`config.mk`:
```
export PLATFORM = sky130hd
export DESIGN_NAME = csr_ctrl
export DESIGN_NICKNAME = d
export VERILOG_FILES = /design/src/rtl/csr_ctrl.sv
export SDC_FILE = /design/constraint.sdc
export NUM_CORES = 1
export LEC_CHECK = 0
export BUFFER_PORTS_ARGS = -buffer_cell sky130_fd_sc_hd__buf_2
export CORE_AREA = 3 3 196 198
export DETAILED_ROUTE_END_ITERATION = 10
export DIE_AREA = 0 0 199 201
export PLACE_DENSITY = 0.64
export RECOVER_POWER = 100
export SYNTH_ARGS = -nofsm -noshare
export SYNTH_HDL_FRONTEND = slang
export SYNTH_SLANG_ARGS = --single-unit
```
`constraint.sdc`:
```
create_clock -name clk -period 2.6 [get_ports clk]
set_input_delay 0.39 -clock clk [delete_from_list [all_inputs] [get_ports clk]]
set_output_delay 0.39 -clock clk [all_outputs]
set_load 0.05 [all_outputs]
```
`src/rtl/csr_ctrl.sv`:
```
// csr_ctrl: commit-stage sequencer for CSRRD/CSRWR/CSRXCHG, ERTN and exceptions.
// Define CSR_CTRL_INT_EN to let a pending interrupt pre-empt the request at IDLE.
`ifndef ECODE_ERTN
`define ECODE_ERTN 8'h3F
`endif

module csr_ctrl (
    input  logic        clk,
    input  logic        rstn,
    input  logic        req_valid,
    output logic        req_ready,
    input  logic [2:0]  req_op,
    input  logic [13:0] req_csr,
    input  logic [31:0] req_rd_data,
    input  logic [31:0] req_rj_data,
    input  logic [4:0]  req_rd,
    input  logic [31:0] req_pc,
    input  logic [7:0]  req_ecode,
    input  logic        req_esubcode,
    input  logic [31:0] req_vaddr,
    output logic        wb_valid,
    output logic [4:0]  wb_rd,
    output logic [31:0] wb_data,
    output logic        redirect_valid,
    output logic [31:0] redirect_pc,
    output logic        busy,
    output logic        csr_re,
    output logic [13:0] csr_raddr,
    input  logic [31:0] csr_rdata,
    output logic        csr_we,
    output logic [13:0] csr_waddr,
    output logic [31:0] csr_wmask,
    output logic [31:0] csr_wdata,
    output logic        ex_en,
    output logic [7:0]  ecode,
    output logic        esubcode,
    output logic [31:0] pc,
    output logic [31:0] vaddr,
    output logic        ertn_flush,
    input  logic        has_int,
    input  logic [31:0] new_pc,
    input  logic [31:0] ex_entryPC
);

    typedef enum logic [2:0] {
        S_IDLE, S_READ, S_WRITE, S_RESP, S_EXC, S_ERTN, S_REDIR
    } state_t;

    localparam logic [2:0] OP_RD   = 3'd0;
    localparam logic [2:0] OP_WR   = 3'd1;
    localparam logic [2:0] OP_XCHG = 3'd2;
    localparam logic [2:0] OP_ERTN = 3'd3;
    localparam logic [2:0] OP_EXC  = 3'd4;

    state_t      state;
    logic [2:0]  op_q;
    logic [13:0] csr_q;
    logic [31:0] rd_data_q;
    logic [31:0] rj_data_q;
    logic [4:0]  rd_q;
    logic [31:0] old_val;
    logic        int_take;

`ifdef CSR_CTRL_INT_EN
    assign int_take = has_int;
`else
    logic unused_has_int;
    assign unused_has_int = has_int;
    assign int_take       = 1'b0;
`endif

    assign busy = (state != S_IDLE);

    always_ff @(posedge clk) begin
        if (!rstn) begin
            state          <= S_IDLE;
            req_ready      <= 1'b1;
            op_q           <= '0;
            csr_q          <= '0;
            rd_data_q      <= '0;
            rj_data_q      <= '0;
            rd_q           <= '0;
            old_val        <= '0;
            wb_valid       <= 1'b0;
            wb_rd          <= '0;
            wb_data        <= '0;
            redirect_valid <= 1'b0;
            redirect_pc    <= '0;
            csr_re         <= 1'b0;
            csr_raddr      <= '0;
            csr_we         <= 1'b0;
            csr_waddr      <= '0;
            csr_wmask      <= '0;
            csr_wdata      <= '0;
            ex_en          <= 1'b0;
            ecode          <= '0;
            esubcode       <= 1'b0;
            pc             <= '0;
            vaddr          <= '0;
            ertn_flush     <= 1'b0;
        end else begin
            // NOTE: every output is cleared here and re-asserted only for the state being entered,
            // which keeps each pulse exactly one cycle wide without separate clear logic.
            req_ready      <= 1'b0;
            wb_valid       <= 1'b0;
            wb_rd          <= '0;
            wb_data        <= '0;
            redirect_valid <= 1'b0;
            redirect_pc    <= '0;
            csr_re         <= 1'b0;
            csr_raddr      <= '0;
            csr_we         <= 1'b0;
            csr_waddr      <= '0;
            csr_wmask      <= '0;
            csr_wdata      <= '0;
            ex_en          <= 1'b0;
            ecode          <= '0;
            esubcode       <= 1'b0;
            pc             <= '0;
            vaddr          <= '0;
            ertn_flush     <= 1'b0;

            unique case (state)
                S_IDLE: begin
                    req_ready <= 1'b1;
                    if (req_valid) begin
                        req_ready <= 1'b0;
                        op_q      <= req_op;
                        csr_q     <= req_csr;
                        rd_data_q <= req_rd_data;
                        rj_data_q <= req_rj_data;
                        rd_q      <= req_rd;
                        if (int_take) begin
                            state <= S_EXC;
                            ex_en <= 1'b1;
                            pc    <= req_pc;
                        end else if (req_op == OP_EXC) begin
                            state    <= S_EXC;
                            ex_en    <= 1'b1;
                            ecode    <= req_ecode;
                            esubcode <= req_esubcode;
                            pc       <= req_pc;
                            vaddr    <= req_vaddr;
                        end else if (req_op == OP_ERTN) begin
                            state      <= S_ERTN;
                            ertn_flush <= 1'b1;
                            ecode      <= `ECODE_ERTN;
                        end else begin
                            state     <= S_READ;
                            csr_re    <= 1'b1;
                            csr_raddr <= req_csr;
                        end
                    end
                end
                S_READ: begin
                    old_val <= csr_rdata;
                    if (op_q == OP_WR || op_q == OP_XCHG) begin
                        state     <= S_WRITE;
                        csr_we    <= 1'b1;
                        csr_waddr <= csr_q;
                        csr_wdata <= rd_data_q;
                        csr_wmask <= (op_q == OP_WR) ? 32'hFFFF_FFFF : rj_data_q;
                    end else begin
                        // Op codes 5-7 read like CSRRD but never write back.
                        state    <= S_RESP;
                        wb_valid <= (op_q == OP_RD);
                        wb_rd    <= rd_q;
                        wb_data  <= csr_rdata;
                    end
                end
                S_WRITE: begin
                    state    <= S_RESP;
                    wb_valid <= 1'b1;
                    wb_rd    <= rd_q;
                    wb_data  <= old_val;
                end
                S_EXC: begin
                    state          <= S_REDIR;
                    redirect_valid <= 1'b1;
                    redirect_pc    <= ex_entryPC;
                end
                S_ERTN: begin
                    // new_pc is sampled on the same edge the CSR file applies the ertn update.
                    state          <= S_REDIR;
                    redirect_valid <= 1'b1;
                    redirect_pc    <= new_pc;
                end
                S_RESP, S_REDIR: begin
                    state     <= S_IDLE;
                    req_ready <= 1'b1;
                end
                default: begin
                    state     <= S_IDLE;
                    req_ready <= 1'b1;
                end
            endcase
        end
    end

endmodule

```
# Word-level counts from Yosys, hierarchy flattened
# Cells that the tools add are included.
[totals] input_bits=259 register_bits=362 out_inout_bits=242
[classes] n_eq_ne=9 n_mux=22 bitwise_logic=3 reduce_logical=13
[op_table] operator="case mux 32 bit (2 select lines)" count=2
[op_table] operator="2-to-1 mux 32 bit" count=2
[op_table] operator="case mux 3 bit (4 select lines)" count=1
[op_table] operator="case mux 5 bit (2 select lines)" count=1
[op_table] operator="equality test 3 x 2 -> 1 bit, second input constant" count=3
[op_table] operator="equality test 3 bit, second input constant" count=3
[op_table] operator="2-to-1 mux 3 bit" count=3
[op_table] operator="2-to-1 mux 1 bit" count=8
[op_table] operator="2-to-1 mux 8 bit" count=1
[op_table] operator="OR reduction 4 bit" count=2
[op_table] operator="equality test 3 x 1 -> 1 bit, second input constant" count=2
[op_table] operator="zero test 3 bit" count=2
[op_table] operator="2-to-1 mux 6 bit" count=1
[op_table] operator="AND reduction 3 bit" count=2
[op_table] operator="2-to-1 mux 5 bit" count=1
[op_table] operator="OR reduction 5 bit" count=1
[op_table] operator="case mux 1 bit (2 select lines)" count=2
[op_table] operator="AND reduction 2 bit" count=2
[op_table] operator="AND reduction 4 bit" count=1
[op_table] operator="inverter 1 bit" count=3
[op_table] operator="nonzero test 3 bit" count=1
[op_table] operator="!= test 2 bit, second input constant" count=1
[op_table] operator="OR reduction 2 bit" count=1
[op_table] operator="logical OR 1 bit" count=1

# Logic depth before layout (Yosys ltp)
# Gate-level depths: netlist of the first run.
[depth] word_depth=5 ltp_mapped=6 mapped_depth_nobuf=3

# Worst setup path before layout of the first run
# No wires, ideal clock.
[synth_timing] path_kind="input -> register" start="input port req_valid" end="register csr_raddr[10]" arrival_time_ns=1.565 setup_slack_ns=0.976 required_ns=2.541 setup_ns=0.059 stages=5 cell_sequence="or4b_1 -> buf_2 -> nor4_4 -> buf_2 -> and2_1"
[synth_via] elab_chain_len=2
[synth_lines] item="from (decl)" line="10" rtl="input logic req_valid,"
[synth_lines] item="inverter 1 bit (no line)"
[synth_lines] item="OR reduction 5 bit (no line)"
[synth_lines] item="to (signal assigned)" line="151" rtl="csr_raddr <= req_csr;"
[synth_lines] item="to (decl)" line="28" rtl="output logic [13:0] csr_raddr,"
# Every way passes these cells.
# A chain may end at the register's enable or synchronous reset.

# Worst setup path after layout of the first run
[layout_timing] start="input port rstn" end="register csr_raddr[12]"
[layout_via] elab_chain_len=2
[layout_lines] item="from (decl)" line="9" rtl="input logic rstn,"
[layout_lines] item="inverter 1 bit (no line)"
[layout_lines] item="OR reduction 5 bit (no line)"
# Every way passes these cells.

==> results.cfg, run 1 <==
[outcome]
status = finished, final reports clean

[layout]
instances_no_fill = 2153
multi_input_area_um2 = 3740
fillCellCount = 3667
fin_area_um2 = 15400
nets = 1909
synthToLayoutAreaGrowth_pct = 35.1
seqCellArea_um2 = 7250
final_util_pct = 41.9
final_layout_size_suffix_gt1_share_pct = 20.8

[yosys]
syn_area_per_cell_um2 = 9.63
synth_area_leader_cell = dfxtp_1
synth.distinct_cells = 28
yosysWarnings = 0
yosysTopAreaCellShare_pct = 63.7
synth-seq-area-share_pct = 63.7
synthTopCellsByArea = dfxtp_1, nand2_1, and2_1
synth_area_um2 = 11400
syn_nets = 1440
synth-seq-cells = 362
postSynthCellCount = 1181

[clocking]
ctsLongestPathBuffers = 3
cts_max_level = 2
root_buffer = clkbuf_16
cts_buffers = 39
clk_pin_slew_ps = 60
tritoncts = built
postCtsHoldBufs = 0
cts-resized-gates = 0
clock_latency_ps = 550
postCtsSetupRepairBufs = 0
clock_sinks = 362

[global_route]
grt_pass1_vias = 9401
grt_pass1_wl_um = 52200
grt_antenna_before_repair = 6
grt_max_degree = 81
track_usage_pct = 16.7
overflow = 0

[sta]
tightestPinTransition_ps = 1230
period_minus_slack_ps = 2210
slew_headroom_pct = 17.9
setup_viol = 0
setup_slack_ps = 392
rsz0062_at_grt = no
skew_ps = 19.2
fmax_mhz = 453
fin_tns_setup_ps = 0
drv_slew = 0
period_share_pct = 84.9
finalHoldViolCount = 0

[floorplanning]
floorplan.initialDensity_pct = 31.0
floorplan.rows = 70
io_pins = 501
dieHeight_um = 201
core_area_um2 = 36700
dieArea_um2 = 40000
die_w_um = 199

[worst_hold_path]
holdPathStages = 2
hp-class = in2reg

[pwr]
ir_worst_vdd_uv = 627
power_density_nw_per_um2 = 929
leakage_nw = 6.13

[drt]
viasPerCell = 4.54
drt_iter0_markers = 393
dr.pass1.iters = 5
drt-total-wl_um = 35200
route.detailed.drc = 0
wl_per_cell_um = 16.4
vias = 9781
drtAntennaViolNets = 0

[setup_path]
crit_arrival_ps = 2680
cp_data_required_time_ps = 3070
worstSetupStartpointType = primary input
end_kind = flop
path_max_fanout = 58
ff2ff_path_depth = 4
critical_path_class = in2reg

[place]
placed_area_um2 = 14300
dp_hpwl_um = 24700
port_buffers = 499
dp_slack_ps = 561
gp_congestion = 0.802
dp_cells = 2077

[job]
cap_violations = 0
per-stage QoR:
stage	power, mW	hold WS [ps]
final	14.3	44.5
after global routing	15.0	5.62
after CTS	14.6	4.63
after detailed placement	8.64	430
after global placement	8.59	421
after floorplan	7.83	416
power by group:
part           total [mW]  switching, mW  internal, mW
clock                5.87           2.22          3.64
sequential           6.17          0.204          5.96
combinational        2.24           1.64         0.599
total                14.3           4.07          10.2
sequential cells by signal (all words and copies together), names as in the netlist, 5 cells and up:
| signal | cells |
|---|---|
| csr_q | 14 |
| csr_raddr | 14 |
| rd_q | 5 |
| rj_data_q | 32 |
| csr_waddr | 14 |
| csr_wdata | 32 |
| ecode | 8 |
| old_val | 32 |
| csr_wmask | 32 |
| pc | 32 |
| rd_data_q | 32 |
| vaddr | 32 |
| wb_data | 32 |
| wb_rd | 5 |
| redirect_pc | 32 |
cell usage after synthesis, drive strengths merged:
cell type,number
xnor2,1
nand2,270
or3,1
a22oi,32
nor2,39
o211ai,33
and3,3
clkbuf,71
and3b,2
dfxtp,362
nand2b,3
inv,7
or4,1
a21oi,158
or4b,1
a211oi,6
or3b,1
o21a,32
nor4,2
o21ai,1
a21o,1
and2,127
nor3b,5
o21bai,2
buf,19
nor4b,1
cells in the final DEF (no fill, tap or decap), types with 3 or more instances in the layout:
| master | synthesis | layout |
|---|---|---|
| clkbuf_1 | 71 | 247 |
| nor3b_2 | 1 | 4 |
| nand2b_1 | 3 | 3 |
| o211ai_1 | 33 | 33 |
| a21oi_1 | 158 | 158 |
| and2_0 | 0 | 26 |
| buf_4 | 0 | 13 |
| clkbuf_8 | 0 | 13 |
| o21a_1 | 32 | 32 |
| nand2_1 | 270 | 270 |
| and2_1 | 127 | 101 |
| dfxtp_1 | 362 | 362 |
| bufinv_16 | 0 | 5 |
| clkinv_2 | 0 | 3 |
| a22oi_1 | 32 | 32 |
| a211oi_1 | 6 | 6 |
| diode_2 | 0 | 5 |
| nor2_1 | 39 | 39 |
| clkbuf_16 | 0 | 39 |
| inv_1 | 7 | 6 |
| buf_2 | 13 | 257 |
| inv_6 | 0 | 4 |
logic make-up after synthesis:
logic type | after synthesis | share of synthesized area (%)
and+or+nand+nor | 456 | 18.9
DFF | 362 | 63.7
AOI/OAI and AO/OA | 265 | 14.0
buffers and inverters | 97 | 3.34
xor gates and xnor gates | 1 | 0.0770
metal layers:
layer / routed length [um] / global-route usage [%] / vias to the layer above
met3: 3040 / 5.52 / 67
met4: 1220 / 6.70 / 2
met1: 13500 / 18.4 / 4484
met5: 20 / 0 / -
li1: - / - / 4811
met2: 17500 / 29.4 / 417
final cells by class:
class                      count  area share, %
antenna                        5         0.0814
clock buffer                  57           7.64
clock inverter                14           1.42
inverter                       7          0.195
multi-input combinational    722           24.4
sequential                   362           47.2
tap                          468           3.81
timing repair buffer         518           15.3
path summary, 6_finish.rpt:
kind,from,endpoint,slack [ps]
worst max-delay path,rstn,csr_raddr[12],390
worst min-delay path,req_pc[4],pc[4],40
worst max register to register,state[2],csr_raddr[12],480
worst min register to register,rd_data_q[2],csr_wdata[2],440
critical path, stage by stage:
cell and delay (ps):
clkbuf_1 100, buf_4 180, clkinvlp_4 790, nor4_1 550
clkbuf_2 440, and2_0 210
No activity file was read; power rests on OpenSTA's default activity.
==> run 2, diff against run 1 <==
--- a/config.mk
+++ b/config.mk
@@ -6,10 +6,10 @@
 export NUM_CORES = 1
 export LEC_CHECK = 0
 export BUFFER_PORTS_ARGS = -buffer_cell sky130_fd_sc_hd__buf_2
-export CORE_AREA = 3 3 196 198
+export CORE_AREA = 3 3 195 197
 export DETAILED_ROUTE_END_ITERATION = 10
-export DIE_AREA = 0 0 199 201
-export PLACE_DENSITY = 0.64
+export DIE_AREA = 0 0 198 200
+export PLACE_DENSITY = 0.66
 export RECOVER_POWER = 100
 export SYNTH_ARGS = -nofsm -noshare
 export SYNTH_HDL_FRONTEND = slang
==> constraint.sdc (replaced) <==
create_clock -name clk -period 2 [get_ports clk]
set_input_delay 0.3 -clock clk [delete_from_list [all_inputs] [get_ports clk]]
set_output_delay 0.3 -clock clk [all_outputs]
set_load 0.05 [all_outputs]
==> results.cfg, run 2 (same netlist as run 1, synthesis figures left out) <==
[floorplanning]
floorplan.initialDensity_pct = 31.2
dieHeight_um = 200
dieArea_um2 = 39600
die_w_um = 198
core_area_um2 = 36400
io_pins = 501
floorplan.rows = 70

[clocking]
clock_sinks = 362
clk_pin_slew_ps = 60
tritoncts = built
root_buffer = clkbuf_16
ctsLongestPathBuffers = 3
clock_latency_ps = 550
cts_buffers = 39
cts_max_level = 2

[global_route]
grt_pass1_vias = 10892
overflow = 0
track_usage_pct = 18.5
grt_antenna_before_repair = 1
grt_max_degree = 104
grt_pass1_wl_um = 58000

[setup_path]
end_kind = output pin
crit_arrival_ps = 1640
worstSetupEndpoint = busy
critical_path_class = reg2out
r2r_start = state[1]
reg2reg_slack_ps = 80
ff2ff_path_depth = 6
path_max_fanout = 5
startpoint = state[0]
worstSetupStartpointType = flop
cp_data_required_time_ps = 1700
r2r_end = redirect_pc[21]

[sta]
period_share_pct = 97.0
setup_viol = 0
slew_headroom_pct = 48.2
finalHoldViolCount = 0
fin_tns_setup_ps = 0
tightestPinTransition_ps = 777
whs_ps = 37.2
drv_slew = 0
skew_ps = 21.9
period_minus_slack_ps = 1940
fmax_mhz = 515

[layout]
synthToLayoutAreaGrowth_pct = 58.7
fillCellCount = 3209
nets = 2144
instances_no_fill = 2386
final_common_cell = buf_2
layout_common_cells = buf_2, dfxtp_1, nand2_1, dlygate4sd3_1, a21oi_1
final_util_pct = 49.5
final_layout_size_suffix_gt1_share_pct = 31.6

[worst_hold_path]
hp-class = in2reg

[outcome]
status = finished, final reports clean

[place]
dp_cells = 2083
gp_congestion = 0.817
port_buffers = 499
dp_hpwl_um = 24300

[pwr]
power_density_nw_per_um2 = 1040
leakage_nw = 8.15
ir_worst_vdd_uv = 592

[drt]
drt-total-wl_um = 39100
drt_iter0_markers = 431
viasPerCell = 4.55
drtAntennaViolNets = 0
route.detailed.drc = 0
wl_per_cell_um = 16.4
dr.pass1.iters = 5
vias = 10859

[job]
cap_violations = 0
run 2: report_power, final:
group | internal [mW] | total (mW) | leakage, nW | switching [mW]
sequential | 7.76 | 7.99 | 2.94 | 0.236
clock | 4.29 | 7.20 | 0.640 | 2.91
combinational | 1.28 | 3.57 | 4.57 | 2.29
total | 13.3 | 18.8 | 8.15 | 5.43
run 2: cell type report:
cell class	instances	area [um^2]	share of cell area [%]
antenna	3	7.51	0.0416
inverter	7	31.3	0.173
sequential	362	7250	40.2
clock inverter	13	136	0.755
clock buffer	58	1160	6.41
multi-input combinational	722	3790	21.0
timing repair buffer	753	5090	28.2
tap	468	586	3.24
run 2: metrics by stage:
step,instance area (um^2),power [mW],worst slack [ps]
finish,18100,18.8,59.3
floorplan,11400,10.2,388
CTS,18000,18.9,11.9
detailed placement,14400,11.3,178
global route,18000,19.6,-1.46
global placement,14400,11.2,223
run 2: how the worst min path moves through the flow:
stage,startpoint,to,slack [ps],cells past startpoint
floorplan,rd_q[0],wb_rd[0],420,2
global placement,rd_q[0],wb_rd[0],420,2
detailed placement,rd_q[2],wb_rd[2],430,2
CTS,req_rd_data[24],rd_data_q[24],0.7,3
global route,req_rj_data[10],rj_data_q[10],10,3
finish,req_rd_data[24],rd_data_q[24],40,3
run 2: layer usage:
layer	vias up	wire, um	GRT usage, %
li1	5278	-	-
met1	5021	14600	19.7
met2	449	19800	33.7
met3	111	2780	5.45
met4	0	1830	9.20
met5	-	0	0
run 2: worst max-delay path, cell delays in order (launching register included):
cell,delay (ps)
dfxtp_4,350
buf_4,150
or3_4,420
buf_12,170
run 2: what timing repair did:
item / CTS / global route
setup buffers: 0 / 2
hold buffers: 227 / 0
pin swaps: 0 / 1
endpoints found under the setup margin: 1 / 18
resized for setup: 4 / 5
endpoints found under the hold margin: 224 / 0
==> run 3, diff against run 2 <==
==> constraint.sdc (replaced) <==
create_clock -name clk -period 1.7 [get_ports clk]
set_input_delay 0.255 -clock clk [delete_from_list [all_inputs] [get_ports clk]]
set_output_delay 0.255 -clock clk [all_outputs]
set_load 0.05 [all_outputs]
==> results.cfg, run 3 (same netlist as run 1, synthesis figures left out) <==
[outcome]
status = finished with violations
violations = negative setup slack

[place]
dp_cells = 2093
gp_congestion = 0.805
port_buffers = 499
placed_area_um2 = 14600
dp_slack_ps = 27.1
dp_hpwl_um = 24900

[setup_path]
r2r_start = state[0]
critical_path_class = reg2out
crit_arrival_ps = 1540
critical_path.cell_chain = buf_12 -> or3_4 -> buf_12
slowest_delay_ps = 380
cp_data_required_time_ps = 1440
startpoint = state[2]
crit_top_cell = buf_12
worstSetupStartpointType = flop
crit_slowest_cell = or3_4
end_kind = output pin
path_max_fanout = 2

[global_route]
track_usage_pct = 19.0
grt_max_degree = 117
overflow = 0
grt_antenna_before_repair = 3
grt_pass1_vias = 11202
grt_pass1_wl_um = 59800

[sta]
drv_slew = 0
setup_viol = 73
setup_slack_ps = -98.3
fin_tns_setup_ps = -2270
rsz0062_at_grt = yes
finalHoldViolCount = 0
period_share_pct = 106
tightestPinTransition_ps = 588
whs_ps = 48.5
fmax_mhz = 556
skew_ps = 14.5
period_minus_slack_ps = 1800
slew_headroom_pct = 60.8

[clocking]
ctsLongestPathBuffers = 3
clock_sinks = 362
cts_max_level = 2
tritoncts = built
clk_pin_slew_ps = 60
cts_buffers = 38
root_buffer = clkbuf_16
clock_latency_ps = 540

[pwr]
leakage_nw = 8.64
clkPwrFrac_pct = 37.2
cell_internal_pwr_mw = 16.3
pwr-share-comb_pct = 21.9
p_sw_mw = 6.72
finalPower_mw = 23.0
power_density_nw_per_um2 = 1210
switching_share_pct = 29.2
p_seq_share_pct = 40.8
ir_worst_vdd_uv = 669

[drt]
drtAntennaViolNets = 0
wl_per_cell_um = 17.9
drt_iter0_markers = 472
vias = 11538
dr.pass1.iters = 5
route.detailed.drc = 0
viasPerCell = 4.72
drt-total-wl_um = 43800

[floorplanning]
dieHeight_um = 200
dieArea_um2 = 39600
floorplan.rows = 70
floorplan.initialDensity_pct = 31.2
die_w_um = 198
core_area_um2 = 36400
io_pins = 501

[job]
cap_violations = 0

[layout]
final_common_cell = buf_2
final_layout_size_suffix_gt1_share_pct = 33.6
fin_area_um2 = 19100
final_util_pct = 52.4
synthToLayoutAreaGrowth_pct = 67.9
nets = 2205
instances_no_fill = 2442
layout_common_cells = buf_2, dfxtp_1, nand2_1, dlygate4sd3_1, a21oi_1

[worst_hold_path]
worstHoldStart = req_ecode[4]
hp-class = in2reg
[run 3: cell types whose count changed in the layout (fill, tap and decap cells not counted), moves of 6 or more]
cell,change
dlygate4sd3_1,+19
buf_6,+13
clkbuf_8,-6
buf_12,+11
clkbuf_16,+15
[run 3: repair_timing]
item | CTS | global route
hold buffers | 246 | 0
setup buffers | 3 | 11
resized for setup | 9 | 42
endpoints found under the hold margin | 262 | 0
pin swaps | 3 | 3
endpoints found under the setup margin | 1 | 228
gates cloned | 0 | 21
[run 3: routing by layer]
| layer | vias to the layer above | part of all wire (%) | GRT usage [%] | routed length [um] |
|---|---|---|---|---|
| met5 | - | 0.041 | 0 | 18 |
| met4 | 2 | 5.3 | 10.7 | 2320 |
| met3 | 137 | 7.7 | 4.73 | 3350 |
| met2 | 572 | 49 | 33.9 | 21600 |
| met1 | 5434 | 38 | 20.8 | 16500 |
| li1 | 5393 | - | - | - |
[run 3: area by class of cell]
class / instances / area [um^2]
Sequential cell: 362 / 7250
Clock buffer: 48 / 1040
Inverter: 7 / 31.3
Multi-Input combinational cell: 722 / 3850
Fill cell: 3038 / 17300
Timing Repair Buffer: 815 / 6090
Antenna cell: 2 / 5.00
Clock inverter: 18 / 249
Tap cell: 468 / 586
[run 3: power by group through the flow]
stage | Sequential [mW] | Combinational (mW) | Clock [mW]
CTS | 9.39 | 4.43 | 8.74
global route | 9.47 | 5.42 | 9.06
finish | 9.41 | 5.05 | 8.58
floorplan | 10.2 | 1.74 | 0
detailed placement | 9.57 | 3.88 | 0
global placement | 9.54 | 3.82 | 0
[run 3: worst paths after layout]
kind | cells past startpoint | slack [ps] | endpoint
setup / recovery | 3 | -100 | busy
hold / removal | 3 | 50 | ecode[4]
setup reg to reg | 7 | -100 | pc[30]
hold reg to reg | 2 | 430 | wb_rd[2]
[run 3: worst max-delay path: cells and delay by family, from the launching register on]
kind                   cells  cell delay (ps)
buffers and inverters      2              280
and+or+nand+nor            1              380
DFF                        1              340
